===== config.mk =====
export PLATFORM = sky130hd
export DESIGN_NAME = ir_freq_detector_flat
export DESIGN_NICKNAME = d
export VERILOG_FILES = /design/src/rtl/ir_freq_detector_if.sv /design/src/rtl/ir_freq_detector.sv /design/src/flat_wrapper.sv
export SDC_FILE = /design/constraint.sdc
export NUM_CORES = 1
export LEC_CHECK = 0
export ABC_AREA = 1
export CORE_AREA = 3 3 107 109
export CTS_BUF_LIST = sky130_fd_sc_hd__clkbuf_8 sky130_fd_sc_hd__clkbuf_16
export CTS_CLUSTER_SIZE = 28
export DETAILED_ROUTE_END_ITERATION = 10
export DIE_AREA = 0 0 110 112
export MAX_ROUTING_LAYER = met4
export PLACE_DENSITY_LB_ADDON = 0.1
export SLEW_MARGIN = 15
export SYNTH_ARGS = -nofsm -noshare
export SYNTH_HDL_FRONTEND = slang
export SYNTH_SLANG_ARGS = --single-unit

===== constraint.sdc =====
create_clock -name CLK100MHZ -period 6.1 [get_ports CLK100MHZ]
set_input_delay 1.22 -clock CLK100MHZ [delete_from_list [all_inputs] [get_ports CLK100MHZ]]
set_output_delay 1.22 -clock CLK100MHZ [all_outputs]
set_load 0.02 [all_outputs]

===== src/rtl/ir_freq_detector_if.sv =====
// Result bundle from the IR frequency detector to the beacon tracker.
// master drives the classification, slave observes it.
interface ir_freq_detector_if #(
    parameter int CNT_W = 20
);
    logic [1:0]       freq_code;
    logic             valid;
    logic [CNT_W-1:0] period;
    logic             sample_stb;

    modport master (
        output freq_code,
        output valid,
        output period,
        output sample_stb
    );

    modport slave (
        input freq_code,
        input valid,
        input period,
        input sample_stb
    );
endinterface


===== src/rtl/ir_freq_detector.sv =====
// IR period classifier: measures the demodulated IR period and reports a
// 1/2/3 kHz code after a run of consistent periods, dropping it on loss.
module ir_freq_detector #(
    parameter int CNT_W    = 20,
    parameter int PER_1K   = 100000,
    parameter int PER_2K   = 50000,
    parameter int PER_3K   = 33333,
    parameter int TOL      = 2000,
    parameter int LOCK_CNT = 4,
    parameter int TIMEOUT  = 250000
) (
    input  logic               CLK100MHZ,
    input  logic               rst_n,
    input  logic               enable,
    input  logic               ir_in,
    ir_freq_detector_if.master det
);

    typedef enum logic [1:0] {
        IDLE    = 2'd0,
        ACQUIRE = 2'd1,
        LOCKED  = 2'd2
    } state_t;

    // Run counters hold one past LOCK_CNT so LOCK_CNT=1 cannot wrap.
    localparam int CW = $clog2(LOCK_CNT + 2);
    localparam logic [CW-1:0]    LOCK_N  = CW'(LOCK_CNT);
    localparam logic [CNT_W-1:0] CNT_MAX = '1;
    localparam logic [CNT_W-1:0] TO_LAST = CNT_W'(TIMEOUT - 1);

    localparam int LO1 = PER_1K - TOL;
    localparam int HI1 = PER_1K + TOL;
    localparam int LO2 = PER_2K - TOL;
    localparam int HI2 = PER_2K + TOL;
    localparam int LO3 = PER_3K - TOL;
    localparam int HI3 = PER_3K + TOL;

    logic             s1_q;
    logic             s2_q;
    logic             s3_q;
    logic             rise;
    logic             tmo;
    logic [CNT_W-1:0] per_cnt_q;
    logic [CNT_W-1:0] meas;
    logic [1:0]       cls;
    state_t           state_q;
    logic [1:0]       cand_q;
    logic [CW-1:0]    match_q;
    logic [CW-1:0]    match_d;
    logic [CW-1:0]    miss_q;
    logic [CW-1:0]    miss_d;
    logic [1:0]       code_q;
    logic             valid_q;
    logic [CNT_W-1:0] period_q;
    logic             stb_q;

    assign rise = s2_q & ~s3_q;
    assign meas = per_cnt_q + CNT_W'(1);
    assign tmo  = (per_cnt_q == TO_LAST);

    // Priority order: the lowest matching code wins.
    always_comb begin
        int p;
        p   = int'(meas);
        cls = 2'b00;
        if (p >= LO1 && p <= HI1) begin
            cls = 2'b01;
        end else if (p >= LO2 && p <= HI2) begin
            cls = 2'b10;
        end else if (p >= LO3 && p <= HI3) begin
            cls = 2'b11;
        end
    end

    always_comb begin
        match_d = CW'(1);
        if (cls == 2'b00) begin
            match_d = '0;
        end else if (cls == cand_q) begin
            match_d = match_q + CW'(1);
        end
        miss_d = '0;
        if (cls != code_q) begin
            miss_d = miss_q + CW'(1);
        end
    end

    always_ff @(posedge CLK100MHZ or negedge rst_n) begin
        if (!rst_n) begin
            s1_q      <= 1'b0;
            s2_q      <= 1'b0;
            s3_q      <= 1'b0;
            per_cnt_q <= '0;
            state_q   <= IDLE;
            cand_q    <= 2'b00;
            match_q   <= '0;
            miss_q    <= '0;
            code_q    <= 2'b00;
            valid_q   <= 1'b0;
            period_q  <= '0;
            stb_q     <= 1'b0;
        end else begin
            s1_q  <= ir_in;
            s2_q  <= s1_q;
            s3_q  <= s2_q;
            stb_q <= 1'b0;
            if (!enable) begin
                per_cnt_q <= '0;
                state_q   <= IDLE;
                cand_q    <= 2'b00;
                match_q   <= '0;
                miss_q    <= '0;
                code_q    <= 2'b00;
                valid_q   <= 1'b0;
                period_q  <= '0;
            end else begin
                if (rise) begin
                    per_cnt_q <= '0;
                end else if (per_cnt_q != CNT_MAX) begin
                    per_cnt_q <= per_cnt_q + CNT_W'(1);
                end
                unique case (state_q)
                    IDLE: begin
                        if (rise) begin
                            state_q <= ACQUIRE;
                            cand_q  <= 2'b00;
                            match_q <= '0;
                        end
                    end
                    ACQUIRE: begin
                        if (rise) begin
                            period_q <= meas;
                            stb_q    <= 1'b1;
                            cand_q   <= cls;
                            if (match_d >= LOCK_N) begin
                                state_q <= LOCKED;
                                code_q  <= cls;
                                valid_q <= 1'b1;
                                match_q <= '0;
                                miss_q  <= '0;
                            end else begin
                                match_q <= match_d;
                            end
                        end else if (tmo) begin
                            state_q   <= IDLE;
                            per_cnt_q <= '0;
                            cand_q    <= 2'b00;
                            match_q   <= '0;
                            miss_q    <= '0;
                        end
                    end
                    LOCKED: begin
                        if (rise) begin
                            period_q <= meas;
                            stb_q    <= 1'b1;
                            if (miss_d >= LOCK_N) begin
                                state_q <= ACQUIRE;
                                code_q  <= 2'b00;
                                valid_q <= 1'b0;
                                cand_q  <= cls;
                                match_q <= (cls != 2'b00) ? CW'(1) : '0;
                                miss_q  <= '0;
                            end else begin
                                miss_q <= miss_d;
                            end
                        end else if (tmo) begin
                            state_q   <= IDLE;
                            per_cnt_q <= '0;
                            code_q    <= 2'b00;
                            valid_q   <= 1'b0;
                            cand_q    <= 2'b00;
                            match_q   <= '0;
                            miss_q    <= '0;
                        end
                    end
                    default: begin
                        state_q <= IDLE;
                    end
                endcase
            end
        end
    end

    assign det.freq_code  = code_q;
    assign det.valid      = valid_q;
    assign det.period     = period_q;
    assign det.sample_stb = stb_q;

endmodule


===== src/flat_wrapper.sv =====
// flat-port wrapper written by rule: the top's interface ports become plain ports
module ir_freq_detector_flat 
#(
    parameter int CNT_W    = 20,
    parameter int PER_1K   = 100000,
    parameter int PER_2K   = 50000,
    parameter int PER_3K   = 33333,
    parameter int TOL      = 2000,
    parameter int LOCK_CNT = 4,
    parameter int TIMEOUT  = 250000
)
  (CLK100MHZ, rst_n, enable, ir_in, det_freq_code, det_valid, det_period, det_sample_stb);
  ir_freq_detector_if #(.CNT_W(CNT_W)) det_i ();
  input  logic CLK100MHZ;
  input  logic rst_n;
  input  logic enable;
  input  logic ir_in;
  output wire logic [$bits(det_i.freq_code)-1:0] det_freq_code;
  output wire logic [$bits(det_i.valid)-1:0] det_valid;
  output wire logic [$bits(det_i.period)-1:0] det_period;
  output wire logic [$bits(det_i.sample_stb)-1:0] det_sample_stb;
  assign det_freq_code = det_i.freq_code;
  assign det_valid = det_i.valid;
  assign det_period = det_i.period;
  assign det_sample_stb = det_i.sample_stb;
  ir_freq_detector #(.CNT_W(CNT_W), .PER_1K(PER_1K), .PER_2K(PER_2K), .PER_3K(PER_3K), .TOL(TOL), .LOCK_CNT(LOCK_CNT), .TIMEOUT(TIMEOUT)) u_core (.CLK100MHZ(CLK100MHZ), .rst_n(rst_n), .enable(enable), .ir_in(ir_in), .det(det_i));
endmodule

==> flow_summary.rst <==
.. list-table::
   :header-rows: 1

   * - Metric
     - Value
   * - Leakage power total
     - 2.10 nW
   * - Maximum level of the CTS H-tree
     - 3
   * - Number of vias in the routed layout
     - 3404
   * - Power density over the cells
     - 208 nW/um^2
   * - Finished Layout Cells
     - 693
   * - Grt ovf
     - 0
   * - Number of DRC markers after the initial detailed-route iteration
     - 250
   * - Post-route total power
     - 895 uW
   * - CTS tree
     - built
   * - Slew Limit Fails
     - 0
   * - Fraction of the yosys area taken by sequential cells
     - 38.8%
   * - Slew headroom
     - 46.7%
   * - Cell count after placement
     - 677
   * - Count of clock tree sinks
     - 57
   * - Number of buffers created by CTS
     - 9
   * - Transition time at the pin with the least slew margin
     - 0.797 ns
   * - Critical path data required time
     - 6.37 ns
   * - Synth-to-Final Area Change
     - 17.0%
   * - Number of I/O port buffers
     - 27
   * - Proportion of synthesized area in mux cells
     - 0%
   * - Buffers inserted during post-CTS setup optimization
     - 0
   * - Pre-antenna DRT Iters
     - 5
   * - Main combinational cell family by area after synthesis
     - simple AND/OR/NAND/NOR gates
   * - Cells resized by post-CTS repair
     - 0
   * - Post-Syn Instances
     - 515
   * - Cell at the root of the clock tree
     - sky130_fd_sc_hd__clkbuf_8
   * - Vertical extent of the die
     - 112 um
   * - Timing-limited maximum frequency
     - 0.308 GHz
   * - Type of the worst setup path
     - reg -> reg
   * - Share of cells above drive strength 1
     - 9.40%
   * - Min Hold Slack
     - 0.356 ns
   * - Post-placement worst setup slack
     - 2.60 ns
   * - Top fanout value on the critical path
     - 9
   * - Routed via count divided by cell count
     - 4.91
   * - Last weighted congestion value of the routability-driven placer
     - 0.888
   * - Arrival time of the worst setup path
     - 3.52 ns
   * - Area share of xor/xnor cells in the synthesized design
     - 1.67%
   * - Adder-cell share of the synthesized area
     - 3.07%
   * - Cell type with the highest aggregate area in the netlist
     - sky130_fd_sc_hd__dfrtp_1
   * - Final design instance area without fill
     - 4300 sq um
   * - Final Net Count
     - 561
   * - I/O pin total
     - 28
   * - Cell variety after synth
     - 33
   * - Final Hold Viols
     - 0
   * - Number of nets in the synthesized netlist
     - 528
   * - Dpl hpwl
     - 7.85 mm
   * - Width of the die
     - 110 um
   * - Area fraction in and, or, nand and nor cells after synthesis
     - 35.2%
   * - Initial core utilization
     - 34.3%
   * - Period Utilization, post-route
     - 53.2%
   * - Avg WL per Cell
     - 14.6 um
   * - Reported max-cap violation count
     - 0
   * - Total Negative Setup Slacks
     - 0 ns
   * - Global-route total usage across every layer
     - 18.2%
   * - Leading cell types in the layout, fill and taps excluded
     - 140 x sky130_fd_sc_hd__nand2_1, 90 x sky130_fd_sc_hd__inv_1, 57 x sky130_fd_sc_hd__dfrtp_1
   * - Placed cell areas
     - 4090 sq um
   * - Startpoint kind of the worst setup timing path
     - flip-flop
   * - Register bit total from synthesis
     - 57
   * - Clock tree skew after final layout
     - 0.0138 ns
   * - Result of the run
     - finished clean
   * - Crit. End Element
     - flip-flop
   * - Area inside the core boundary
     - 10700 sq um
   * - Final min period
     - 3.24 ns
   * - CTS hold repair buffers
     - 0
   * - Die Area
     - 12300 sq um
   * - Compound-Gate Fraction of Synth Area
     - 10.9%
   * - Top-area cell type share of the netlist area
     - 38.8%
   * - Syn Std Cell Area
     - 3670 sq um
   * - Maximum number of pins on one net before global-route repair
     - 58
   * - Finish-stage setup viols
     - 0
   * - Count of antenna-violating nets left after detailed routing
     - 0
   * - Worst hold path class
     - reg -> reg
   * - Most common cell after layout, fill and taps aside
     - sky130_fd_sc_hd__nand2_1
   * - Setup repair after global routing missed its margin
     - no
   * - Top cells by area, synth
     - sky130_fd_sc_hd__dfrtp_1 39%, sky130_fd_sc_hd__nand2_1 14%, sky130_fd_sc_hd__inv_1 9.2%
   * - DRC errors left
     - 0
   * - Syn_area_per_cell
     - 7.13 sq um
   * - Row Count
     - 38
   * - Number of global-route vias before repair
     - 3269
   * - Worst setup slack after layout
     - 2.86 ns
   * - Slack of the worst reg-to-reg path
     - 2.86 ns
   * - Clk_lat worst skew
     - 0.35 ns
   * - YS warnings
     - 0
   * - IR Drop Worst-Case VDD
     - 0.000108 V
   * - Antenna violations before repair
     - 0
   * - Post-Route Utilization
     - 40.2%
   * - Clock-pin slew reported for the worst setup and hold paths after clock tree synthesis
     - 0.08 ns
   * - Routed Wire Length
     - 10.1 mm
   * - Clock buffer depth
     - 2
   * - Diodes inserted
     - 0
   * - Wire length of the first global-routing pass
     - 16.9 mm
[power breakdown]
group | switching [mW] | total, mW | internal, mW
Clock | 0.177 | 0.369 | 0.192
Sequential | 0.00995 | 0.398 | 0.388
Combinational | 0.0874 | 0.129 | 0.0415
[cells by family (layout without fill, tap and decap cells)]
| kind of cell | after synthesis | count (layout) |
|---|---|---|
| flip-flops | 57 | 57 |
| AND/OR/NAND/NOR | 272 | 272 |
| AO/OA/AOI/OAI | 71 | 71 |
| buffers and inverters | 99 | 137 |
| adder cells (fa/ha/maj) | 9 | 9 |
| XOR/XNOR | 7 | 7 |
[cell usage after synthesis (all sizes together)]
library cell and n:
clkbuf 7, nand2 153, inv 91, ha 9, o21ai 35, nor4 3
nand3 44, nor4b 1, a31oi 1, o2111ai 1, xor2 4, nand3b 4
o221ai 1, a21oi 12, o21bai 2, nand4 12, clkinv 1, nor3 8
o22ai 18, xnor2 3, nor2 47, a2111oi 1, dfrtp 57
[registers in the layout, summed over array words and instances (netlist names)]
register and cells:
u_core.s2_q 1, u_core.det.valid 1, u_core.state_q 2, u_core.per_cnt_q 20
u_core.match_q 3, u_core.cand_q 2, u_core.det.period 20, u_core.s3_q 1
u_core.det.freq_code 2, u_core.det.sample_stb 1, u_core.miss_q 3, u_core.s1_q 1
[worst max-delay path, stage by stage (launching register included)]
cell and delay [ns]:
sky130_fd_sc_hd__dfrtp_1 0.56, sky130_fd_sc_hd__ha_1 0.24, sky130_fd_sc_hd__nand2_2 0.13, sky130_fd_sc_hd__nor2_2 0.21
sky130_fd_sc_hd__nand3_1 0.12, sky130_fd_sc_hd__xor2_1 0.39, sky130_fd_sc_hd__nand2_1 0.09, sky130_fd_sc_hd__nor2_1 0.17
sky130_fd_sc_hd__nand3_1 0.10, sky130_fd_sc_hd__a21oi_1 0.15, sky130_fd_sc_hd__nand2_2 0.14, sky130_fd_sc_hd__nand2_2 0.13
sky130_fd_sc_hd__nand2_1 0.06, sky130_fd_sc_hd__nand2_1 0.07, sky130_fd_sc_hd__nand2_2 0.08, sky130_fd_sc_hd__nand2_2 0.08
sky130_fd_sc_hd__nand3_4 0.11, sky130_fd_sc_hd__nand3_2 0.18, sky130_fd_sc_hd__nand2_1 0.07, sky130_fd_sc_hd__o21ai_1 0.07
[metal layers]
layer	GRT usage, %	vias up	part of all wire [%]
li1	-	1730	-
met1	23.9	1572	46
met2	28.7	90	48
met3	3.71	12	4.8
met4	4.24	0	1.2
met5	-	-	0
[worst paths after layout]
check	start	endpoint	cells after the start
worst max-delay path	u_core.per_cnt_q[0]	u_core.match_q[1]	19
worst min-delay path	u_core.s1_q	u_core.s2_q	0
worst max register to register	u_core.per_cnt_q[0]	u_core.match_q[1]	19
worst min register to register	u_core.s1_q	u_core.s2_q	0
max in group asynchronous	rst_n	u_core.s2_q	2
min in group asynchronous	rst_n	u_core.per_cnt_q[7]	2
[layout make-up]
type                    instances  area (sq um)
clock buffers                   9           124
fillers                      1118          6400
inverters                      92           345
multi-input cells             359          1860
flip-flops and latches         57          1430
repair buffers                 29           280
well taps                     140           175
clock inverters                 7          80.1
Power figures use the tool's default switching activity.
